### src/rtl/kamus_mem_stage.sv
// kamus_mem_stage: L1D access stage and MEM/WB register; optional KAMUS_MISALIGN_TRAP_EN traps misaligned accesses
package kamus_pkg;
  typedef enum logic [5:0] {
    OP_ADD, OP_SUB, OP_AND, OP_OR, OP_XOR,
    OP_LB, OP_LH, OP_LW, OP_LBU, OP_LHU,
    OP_SB, OP_SH, OP_SW
  } operation_e;
  typedef enum logic [1:0] {SEL_PC4, SEL_BRANCH, SEL_JALR, SEL_TRAP} instr_addr_sel_state_e;
endpackage

module kamus_mem_stage
  import kamus_pkg::*;
(
  input  logic                  clk_i,
  input  logic                  rst_i,
  input  logic                  valid_i,
  input  operation_e            operation_i,
  input  logic [31:0]           ex_i,
  input  logic [31:0]           rs2_data_i,
  input  logic [4:0]            rd_addr_i,
  input  logic [31:0]           next_pc_i,
  input  logic                  is_branch_taken_i,
  input  instr_addr_sel_state_e instr_addr_sel_i,
  input  logic [1:0]            wb_mux_sel_i,
  input  logic                  l1d_wr_en_i,
  input  logic                  regfile_wr_en_i,
  output logic                  stall_o,
  kamus_mem_stage_if.master     dmem,
  output logic                  valid_o,
  output logic [31:0]           ex_o,
  output logic [31:0]           mem_data_o,
  output logic [4:0]            rd_addr_o,
  output logic [31:0]           next_pc_o,
  output logic                  is_branch_taken_o,
  output instr_addr_sel_state_e instr_addr_sel_o,
  output logic [1:0]            wb_mux_sel_o,
  output logic                  regfile_wr_en_o,
  output logic                  misaligned_o
);
  typedef enum logic [1:0] {IDLE, REQ, WAIT_RSP} state_e;

  state_e      r_state, w_state_nxt;
  logic        w_is_load, w_is_store, w_is_half, w_is_word, w_misal, w_mem_go, w_done;
  logic [7:0]  w_byte;
  logic [15:0] w_half;
  logic [31:0] w_ld;

  logic                  r_valid, r_branch, r_rf_we;
  logic [31:0]           r_ex, r_mem_data, r_next_pc;
  logic [4:0]            r_rd_addr;
  instr_addr_sel_state_e r_sel;
  logic [1:0]            r_wb_sel;

  assign w_is_load  = operation_i inside {OP_LB, OP_LH, OP_LW, OP_LBU, OP_LHU};
  assign w_is_store = operation_i inside {OP_SB, OP_SH, OP_SW};
  assign w_is_half  = operation_i inside {OP_LH, OP_LHU, OP_SH};
  assign w_is_word  = operation_i inside {OP_LW, OP_SW};

`ifdef KAMUS_MISALIGN_TRAP_EN
  assign w_misal = valid_i & ((w_is_half & ex_i[0]) | (w_is_word & |ex_i[1:0]));
`else
  assign w_misal = 1'b0;
`endif

  assign w_mem_go = valid_i & (w_is_load | w_is_store) & ~w_misal;

  // Upstream is stalled while the access is outstanding, so all *_i fields stay valid in REQ/WAIT_RSP
  assign dmem.req   = ~rst_i & (r_state == REQ | (r_state == IDLE & w_mem_go));
  assign dmem.we    = w_is_store & l1d_wr_en_i;
  assign dmem.addr  = {ex_i[31:2], 2'b00};
  assign dmem.be    = operation_i == OP_SB ? 4'b0001 << ex_i[1:0] :
                      operation_i == OP_SH ? 4'b0011 << {ex_i[1], 1'b0} : 4'hF;
  assign dmem.wdata = operation_i == OP_SB ? {4{rs2_data_i[7:0]}} :
                      operation_i == OP_SH ? {2{rs2_data_i[15:0]}} : rs2_data_i;

  assign w_byte = 8'(dmem.rdata >> {ex_i[1:0], 3'b000});
  assign w_half = 16'(dmem.rdata >> {ex_i[1], 4'b0000});
  assign w_ld   = operation_i == OP_LB  ? {{24{w_byte[7]}}, w_byte} :
                  operation_i == OP_LBU ? {24'b0, w_byte} :
                  operation_i == OP_LH  ? {{16{w_half[15]}}, w_half} :
                  operation_i == OP_LHU ? {16'b0, w_half} : dmem.rdata;

  always_comb begin
    w_state_nxt = r_state;
    w_done      = 1'b0;
    case (r_state)
      IDLE: begin
        w_done      = valid_i & (~w_mem_go | (dmem.gnt & w_is_store));
        w_state_nxt = ~w_mem_go ? IDLE : ~dmem.gnt ? REQ : w_is_load ? WAIT_RSP : IDLE;
      end
      REQ: begin
        w_done      = dmem.gnt & w_is_store;
        w_state_nxt = ~dmem.gnt ? REQ : w_is_load ? WAIT_RSP : IDLE;
      end
      WAIT_RSP: begin
        w_done      = dmem.rvalid;
        w_state_nxt = dmem.rvalid ? IDLE : WAIT_RSP;
      end
      default: w_state_nxt = IDLE;
    endcase
  end

  assign stall_o = ~rst_i & valid_i & (w_is_load | w_is_store) & ~w_done;

  always_ff @(posedge clk_i or posedge rst_i) begin
    if (rst_i) begin
      r_state    <= IDLE;
      r_valid    <= 1'b0;
      r_ex       <= '0;
      r_mem_data <= '0;
      r_rd_addr  <= '0;
      r_next_pc  <= '0;
      r_branch   <= 1'b0;
      r_sel      <= SEL_PC4;
      r_wb_sel   <= '0;
      r_rf_we    <= 1'b0;
    end else begin
      r_state <= w_state_nxt;
      r_valid <= w_done;
      r_rf_we <= w_done & regfile_wr_en_i & ~w_is_store & ~w_misal;
      if (w_done) begin
        r_ex       <= ex_i;
        r_mem_data <= w_mem_go & w_is_load ? w_ld : 32'b0;
        r_rd_addr  <= rd_addr_i;
        r_next_pc  <= next_pc_i;
        r_branch   <= is_branch_taken_i;
        r_sel      <= instr_addr_sel_i;
        r_wb_sel   <= wb_mux_sel_i;
      end
    end
  end

`ifdef KAMUS_MISALIGN_TRAP_EN
  logic r_misal;
  always_ff @(posedge clk_i or posedge rst_i) begin
    if (rst_i) r_misal <= 1'b0;
    else       r_misal <= w_done & w_misal;
  end
  assign misaligned_o = r_misal;
`else
  assign misaligned_o = 1'b0;
`endif

  assign valid_o           = r_valid;
  assign ex_o              = r_ex;
  assign mem_data_o        = r_mem_data;
  assign rd_addr_o         = r_rd_addr;
  assign next_pc_o         = r_next_pc;
  assign is_branch_taken_o = r_branch;
  assign instr_addr_sel_o  = r_sel;
  assign wb_mux_sel_o      = r_wb_sel;
  assign regfile_wr_en_o   = r_rf_we;
endmodule
### src/rtl/kamus_mem_stage_if.sv
// kamus_mem_stage_if: L1D request/grant/response bus between the MEM stage and the data cache
interface kamus_mem_stage_if;
  logic        req;
  logic        we;
  logic [31:0] addr;
  logic [3:0]  be;
  logic [31:0] wdata;
  logic        gnt;
  logic        rvalid;
  logic [31:0] rdata;
  modport master (output req, we, addr, be, wdata, input gnt, rvalid, rdata);
  modport slave  (input req, we, addr, be, wdata, output gnt, rvalid, rdata);
endinterface

### src/flat_wrapper.sv
// flat-port wrapper written by rule: the top's interface ports become plain ports
module kamus_mem_stage_flat import kamus_pkg::*;
  (clk_i, rst_i, valid_i, operation_i, ex_i, rs2_data_i, rd_addr_i, next_pc_i, is_branch_taken_i, instr_addr_sel_i, wb_mux_sel_i, l1d_wr_en_i, regfile_wr_en_i, stall_o, valid_o, ex_o, mem_data_o, rd_addr_o, next_pc_o, is_branch_taken_o, instr_addr_sel_o, wb_mux_sel_o, regfile_wr_en_o, misaligned_o, dmem_req, dmem_we, dmem_addr, dmem_be, dmem_wdata, dmem_gnt, dmem_rvalid, dmem_rdata);
  kamus_mem_stage_if dmem_i ();
  input  logic clk_i;
  input  logic rst_i;
  input  logic valid_i;
  input  operation_e operation_i;
  input  logic [31:0] ex_i;
  input  logic [31:0] rs2_data_i;
  input  logic [4:0] rd_addr_i;
  input  logic [31:0] next_pc_i;
  input  logic is_branch_taken_i;
  input  instr_addr_sel_state_e instr_addr_sel_i;
  input  logic [1:0] wb_mux_sel_i;
  input  logic l1d_wr_en_i;
  input  logic regfile_wr_en_i;
  output logic stall_o;
  output logic valid_o;
  output logic [31:0] ex_o;
  output logic [31:0] mem_data_o;
  output logic [4:0] rd_addr_o;
  output logic [31:0] next_pc_o;
  output logic is_branch_taken_o;
  output instr_addr_sel_state_e instr_addr_sel_o;
  output logic [1:0] wb_mux_sel_o;
  output logic regfile_wr_en_o;
  output logic misaligned_o;
  output wire logic [$bits(dmem_i.req)-1:0] dmem_req;
  output wire logic [$bits(dmem_i.we)-1:0] dmem_we;
  output wire logic [$bits(dmem_i.addr)-1:0] dmem_addr;
  output wire logic [$bits(dmem_i.be)-1:0] dmem_be;
  output wire logic [$bits(dmem_i.wdata)-1:0] dmem_wdata;
  input wire logic [$bits(dmem_i.gnt)-1:0] dmem_gnt;
  input wire logic [$bits(dmem_i.rvalid)-1:0] dmem_rvalid;
  input wire logic [$bits(dmem_i.rdata)-1:0] dmem_rdata;
  assign dmem_req = dmem_i.req;
  assign dmem_we = dmem_i.we;
  assign dmem_addr = dmem_i.addr;
  assign dmem_be = dmem_i.be;
  assign dmem_wdata = dmem_i.wdata;
  assign dmem_i.gnt = dmem_gnt;
  assign dmem_i.rvalid = dmem_rvalid;
  assign dmem_i.rdata = dmem_rdata;
  kamus_mem_stage u_core (.clk_i(clk_i), .rst_i(rst_i), .valid_i(valid_i), .operation_i(operation_i), .ex_i(ex_i), .rs2_data_i(rs2_data_i), .rd_addr_i(rd_addr_i), .next_pc_i(next_pc_i), .is_branch_taken_i(is_branch_taken_i), .instr_addr_sel_i(instr_addr_sel_i), .wb_mux_sel_i(wb_mux_sel_i), .l1d_wr_en_i(l1d_wr_en_i), .regfile_wr_en_i(regfile_wr_en_i), .stall_o(stall_o), .dmem(dmem_i), .valid_o(valid_o), .ex_o(ex_o), .mem_data_o(mem_data_o), .rd_addr_o(rd_addr_o), .next_pc_o(next_pc_o), .is_branch_taken_o(is_branch_taken_o), .instr_addr_sel_o(instr_addr_sel_o), .wb_mux_sel_o(wb_mux_sel_o), .regfile_wr_en_o(regfile_wr_en_o), .misaligned_o(misaligned_o));
endmodule
### config.mk
export PLATFORM = sky130hd
export DESIGN_NAME = kamus_mem_stage_flat
export DESIGN_NICKNAME = d
export VERILOG_FILES = /design/src/rtl/kamus_mem_stage.sv /design/src/rtl/kamus_mem_stage_if.sv /design/src/flat_wrapper.sv
export SDC_FILE = /design/constraint.sdc
export NUM_CORES = 1
export LEC_CHECK = 0
export ABC_AREA = 1
export BUFFER_PORTS_ARGS = -buffer_cell sky130_fd_sc_hd__buf_2
export CAP_MARGIN = 10
export CORE_MARGIN = 1.5
export CORE_UTILIZATION = 30
export CTS_CLUSTER_DIAMETER = 80
export CTS_CLUSTER_SIZE = 25
export DETAILED_ROUTE_END_ITERATION = 8
export GPL_TIMING_DRIVEN = 1
export PLACE_DENSITY = 0.61
export SLEW_MARGIN = 30
export SYNTH_ARGS = -nofsm -noshare
export SYNTH_HDL_FRONTEND = slang
export SYNTH_SLANG_ARGS = --single-unit
### constraint.sdc
create_clock -name clk_i -period 3 [get_ports clk_i]
set_input_delay 0.3 -clock clk_i [delete_from_list [all_inputs] [get_ports clk_i]]
set_output_delay 0.3 -clock clk_i [all_outputs]
set_load 0.02 [all_outputs]
Word-level counts from Yosys, hierarchy flattened
Cells that the tools add are included.
W data, S select, Z words.
Storage, ports and cells
  flip-flop bits (word level): 110
  bits of input ports: 151
  output and inout bits: 180
  word-level logic and storage cells: 61
Operators by class
  equal/unequal tests: 10
  shift-type cells: 4
  multiplexer cells: 15
  bitwise logic cells: 19
  reductions and logical operators: 3
Operators by type and width (number)
  $mux W32: 7
  $shr A32 B5 Y16: 1
  $shr A32 B5 Y8: 1
  $eq A6 B4 Y1 const B: 5
  $eq A6 B3 Y1 const B: 3
  $and A1 B1 Y1: 12
  $mux W2: 4
  $mux W4: 2
  $pmux W2 S3: 1
  $reduce_bool A5 Y1: 1
  $not A1 Y1: 4
  $shl A1 B2 Y4 const A: 1
  $shl A2 B2 Y4 const A: 1
  $or A1 B1 Y1: 3
  $pmux W1 S3: 1
  $reduce_bool A3 Y1: 1
  $eq A2 B1 Y1 const B: 1
  $eq A2 B2 Y1 const B: 1
  $logic_not A2 Y1: 1

Logic depth before layout (Yosys ltp)
  depth in word-level cells: 10
  depth in mapped cells: 15
  gate-level depth less buffers: 12

Worst setup path before layout
No wires, ideal clock.
  path type: input-to-output
  start point: input port rst_i
  end point: output port stall_o
  data arrival time: 3.097 ns
  required time: 2.700 ns
  path slack: -0.397 ns
  stages on the path: 3
  path buffers: 0
  cells stage by stage: inv_1 > nand2_1 > nor2_1
Between the ends
  word-level cells in the longest chain between the ends: 4
Ends and longest elaborated chain
  from (decl): RTL line flat_wrapper.sv:6  | input logic rst_i;
  $not A1 Y1: RTL line kamus_mem_stage.sv:103  | assign stall_o = ~rst_i & valid_i & (w_is_load | w_is_store) & ~w_done;
  $and A1 B1 Y1 (3 in a row): RTL line kamus_mem_stage.sv:103
  to (decl): RTL line flat_wrapper.sv:18  | output logic stall_o;
No other way between the ends.

Final worst setup path
  start point: input port operation_i[2]
  end point: output port dmem_wdata[28]
Between the ends
  word-level cells in the longest chain between the ends: 3
  elaborated cells between the ends (all ways): 4
  classes of those cells: 2 x eq/ne; 2 x mux
Ends and longest elaborated chain
  from (decl): RTL line flat_wrapper.sv:8  | input operation_e operation_i;
  $eq A6 B4 Y1: RTL line kamus_mem_stage.sv:74  | operation_i == OP_SH ? {2{rs2_data_i[15:0]}} : rs2_data_i;
  $mux W32: RTL line kamus_mem_stage.sv:74
  $mux W32 (*): RTL line kamus_mem_stage.sv:73  | assign dmem.wdata = operation_i == OP_SB ? {4{rs2_data_i[7:0]}} :
  to (decl): RTL line flat_wrapper.sv:33  | output wire logic [$bits(dmem_i.wdata)-1:0] dmem_wdata;
Mark *: on every way between the ends. The rest lies on a longest branch, timed or not.

==> results.md <==
* Status: finished, final reports clean
* Syn Inst Count at a little under 900
* GPL Wtd Cong at between 0.8 and 0.9
* Hold path start: next_pc_i[21]
* Setup_tns at 0 ps
* Reg2reg path depth at 9
* Main combinational cell family by area after synthesis: simple AND/OR/NAND/NOR gates
* R2R Path Start: u_core.r_state[0]
* Post-route cell area at between 7000 and 8000 um^2
* HPWL Detailed at ~15000 um
* Slew Limit Fails at 0
* Max Cap Viol at 0
* CTS Root Cell: clkbuf_16
* Vias at approximately 6400
* Largest net degree at the start of global routing at ~110
* Startpoint Class: input port
* Htree depth at 3
* Commonest cells after routing, fill and taps aside: 459 x nand2_1, 327 x buf_2, 110 x dfrtp_1
* Final worst slack at roughly 670 ps
* Die width at roughly 150 um
* Post-synthesis adder-cell area fraction at 0
* Fin. Hold Viols at 0
* First-pass detailed-route iteration total at 5
* Tmin final at around 2300 ps
* DRT iter0 DRCs at between 300 and 400
* CTS tree: yes
* Rows at 52
* Vias in the first global route at 5943
* Post-placement cell area at 7690 um^2
* Arrival time at the worst endpoint at between 2000 and 2500 ps
* Post-synthesis register bit count at 110
* Worst vdd ir at about 0.00023 V
* Metal2 WL at approximately 9300 um
* Req. time, crit path at about 2700 ps
* WL met3 at approximately 1200 um
* Fmax at ~0.43 GHz
* Footprint of the multi-input gates at between 2000 and 3000 um^2
* Worst Setup Path Type: input port to output pin
* Syn_area_per_cell at approximately 7.0 um^2
* Die Ht at ~150 um
* Core Region at between 20000 and 25000 um^2
* Clock Path Buffers at 2
* Dpl cells at 1405
* GRT overflow at 0
* Unrepaired setup endpoints after global routing: false
* Ys Warns at 0
* Post-synth EDFFs at 0
* Die area at between 20000 and 25000 um^2
* Worst Hold End: u_core.next_pc_o[21]
* Wl on met1 at roughly 8800 um
* Yosys cell types at 32
* Sequential-to-total area share from yosys stat at 0.450
* Register-to-Register Setup Slack at 1000 ps
* Synth Area in XOR/XNOR at 0
* HP Class: input port to flop
* Multiplexer share of the synthesized area at 0
* Final Cycle Share at 0.776
* Layout cells sized above 1 at 0.321
* Top sig layer: met4
* Final ANT Viol Nets at 0
* Clock Latency Late Sink at ~360 ps
* Cts repair resizes at 0
* Simple-Gate Fraction of Synth Area at 0.368
* Post-CTS Hold Buffers at 0
* Clk sinks at 110
* Worst hold stages at 3
* Pre-CTS WS at approximately 650 ps
* Static leakage at between 4 and 5 nW
* I/O Pins at 331
* CTS buffer count at 9
* Leading cell type in the layout, fill and taps excluded: nand2_1
* Power per cell area at a little over 500 nW/um^2
* Clock Skew at 13.3 ps
* Worst Setup End Kind: output pin
* Vias per cell at around 4.5
* First-pass GRT wire length at about 31000 um
* Hold_ws at about 140 ps
* Final Util at 0.398
* Worst-margin pin slew at ~670 ps
* Routed len/inst at roughly 14 um
* Postcts setup bufs at 0
* GRT Util Overall at 0.183
* Total power at about 4 mW
* Fillcell total at around 2200
* Post-synthesis compound-gate area fraction at 0.0591
* Reg2reg end: u_core.mem_data_o[12]
* P&R area growth vs syn at 30.8%
* Final setup fails at 0
* CP Max Fanout at 9
* Routed WL at roughly 20000 um
* IO Port Bufs at ~330
* Slew headroom at 0.552
* Final nets at between 1000 and 1500
* Top FF cell, synth: dfrtp_1
* Async SR Flop Fraction at 1.00
* Residual DRC at 0
* Antenna violations before repair at 1
* Initial Util at 0.304
* Sequential Area at approximately 2800 um^2
* Final cell count without fillers at 1421
* Worst-path clk slew at around 80 ps
* Cell Area, Synth at 6110 um^2
==> cell usage after synthesis (all sizes together) (5+ instances only) <==
cell type    n  area, um^2
nand2      463        1760
o21ai       27         135
nand3       72         365
clkbuf      15        57.6
inv         59         224
a22oi        5        37.5
buf         64         454
dfrtp      110        2750
nor2        25         109
a21oi       17        88.8
o211ai       7        52.6
==> worst max-delay path by stage <==
stage                   startpoint              to  cells after the start
global placement    operation_i[2]  dmem_wdata[28]                      7
detailed placement  operation_i[2]  dmem_wdata[28]                      7
global route        operation_i[2]  dmem_wdata[30]                      7
CTS                 operation_i[2]  dmem_wdata[28]                      7
finish              operation_i[2]  dmem_wdata[28]                      7
floorplan                    rst_i         stall_o                      3
==> worst max-delay path, cell delays in order <==
cell	delay [ps]
buf_2	120
inv_1	70
nand2_1	50
nor2_1	510
nand3_1	450
o211ai_1	320
buf_2	210
==> state kept, by name, summed over array words and instances (netlist names) <==
name,flops
u_core.ex_o,32
u_core.instr_addr_sel_o,2
u_core.is_branch_taken_o,1
u_core.mem_data_o,32
u_core.next_pc_o,32
u_core.r_state,2
u_core.rd_addr_o,5
u_core.regfile_wr_en_o,1
u_core.valid_o,1
u_core.wb_mux_sel_o,2
==> power by group <==
part | internal (mW) | switching, mW
logic | 0.348 | 0.709
clock network | 0.677 | 0.585
registers | 1.64 | 0.0766
==> cells by family (layout without fill, tap and decap cells) <==
family,after synthesis,after routing
DFF,110,110
other,1,4
AOI/OAI and AO/OA,62,62
buffers and inverters,140,412
and+or+nand+nor,563,563
==> area by class of cell <==
| type | count | area share |
|---|---|---|
| Multi-Input combinational cell | 628 | 0.328 |
| Antenna cell | 1 | 0.000313 |
| Clock inverter | 5 | 0.00813 |
| Clock buffer | 10 | 0.0299 |
| Tap cell | 270 | 0.0422 |
| Inverter | 61 | 0.0294 |
| Timing Repair Buffer | 336 | 0.218 |
| Sequential cell | 110 | 0.344 |
==> layer usage <==
layer,GRT usage,vias up
met4,0.0480,0
met1,0.243,2900
li1,-,3211
met3,0.0317,17
met5,0,-
met2,0.308,238
(Power assumes the default switching activity.)
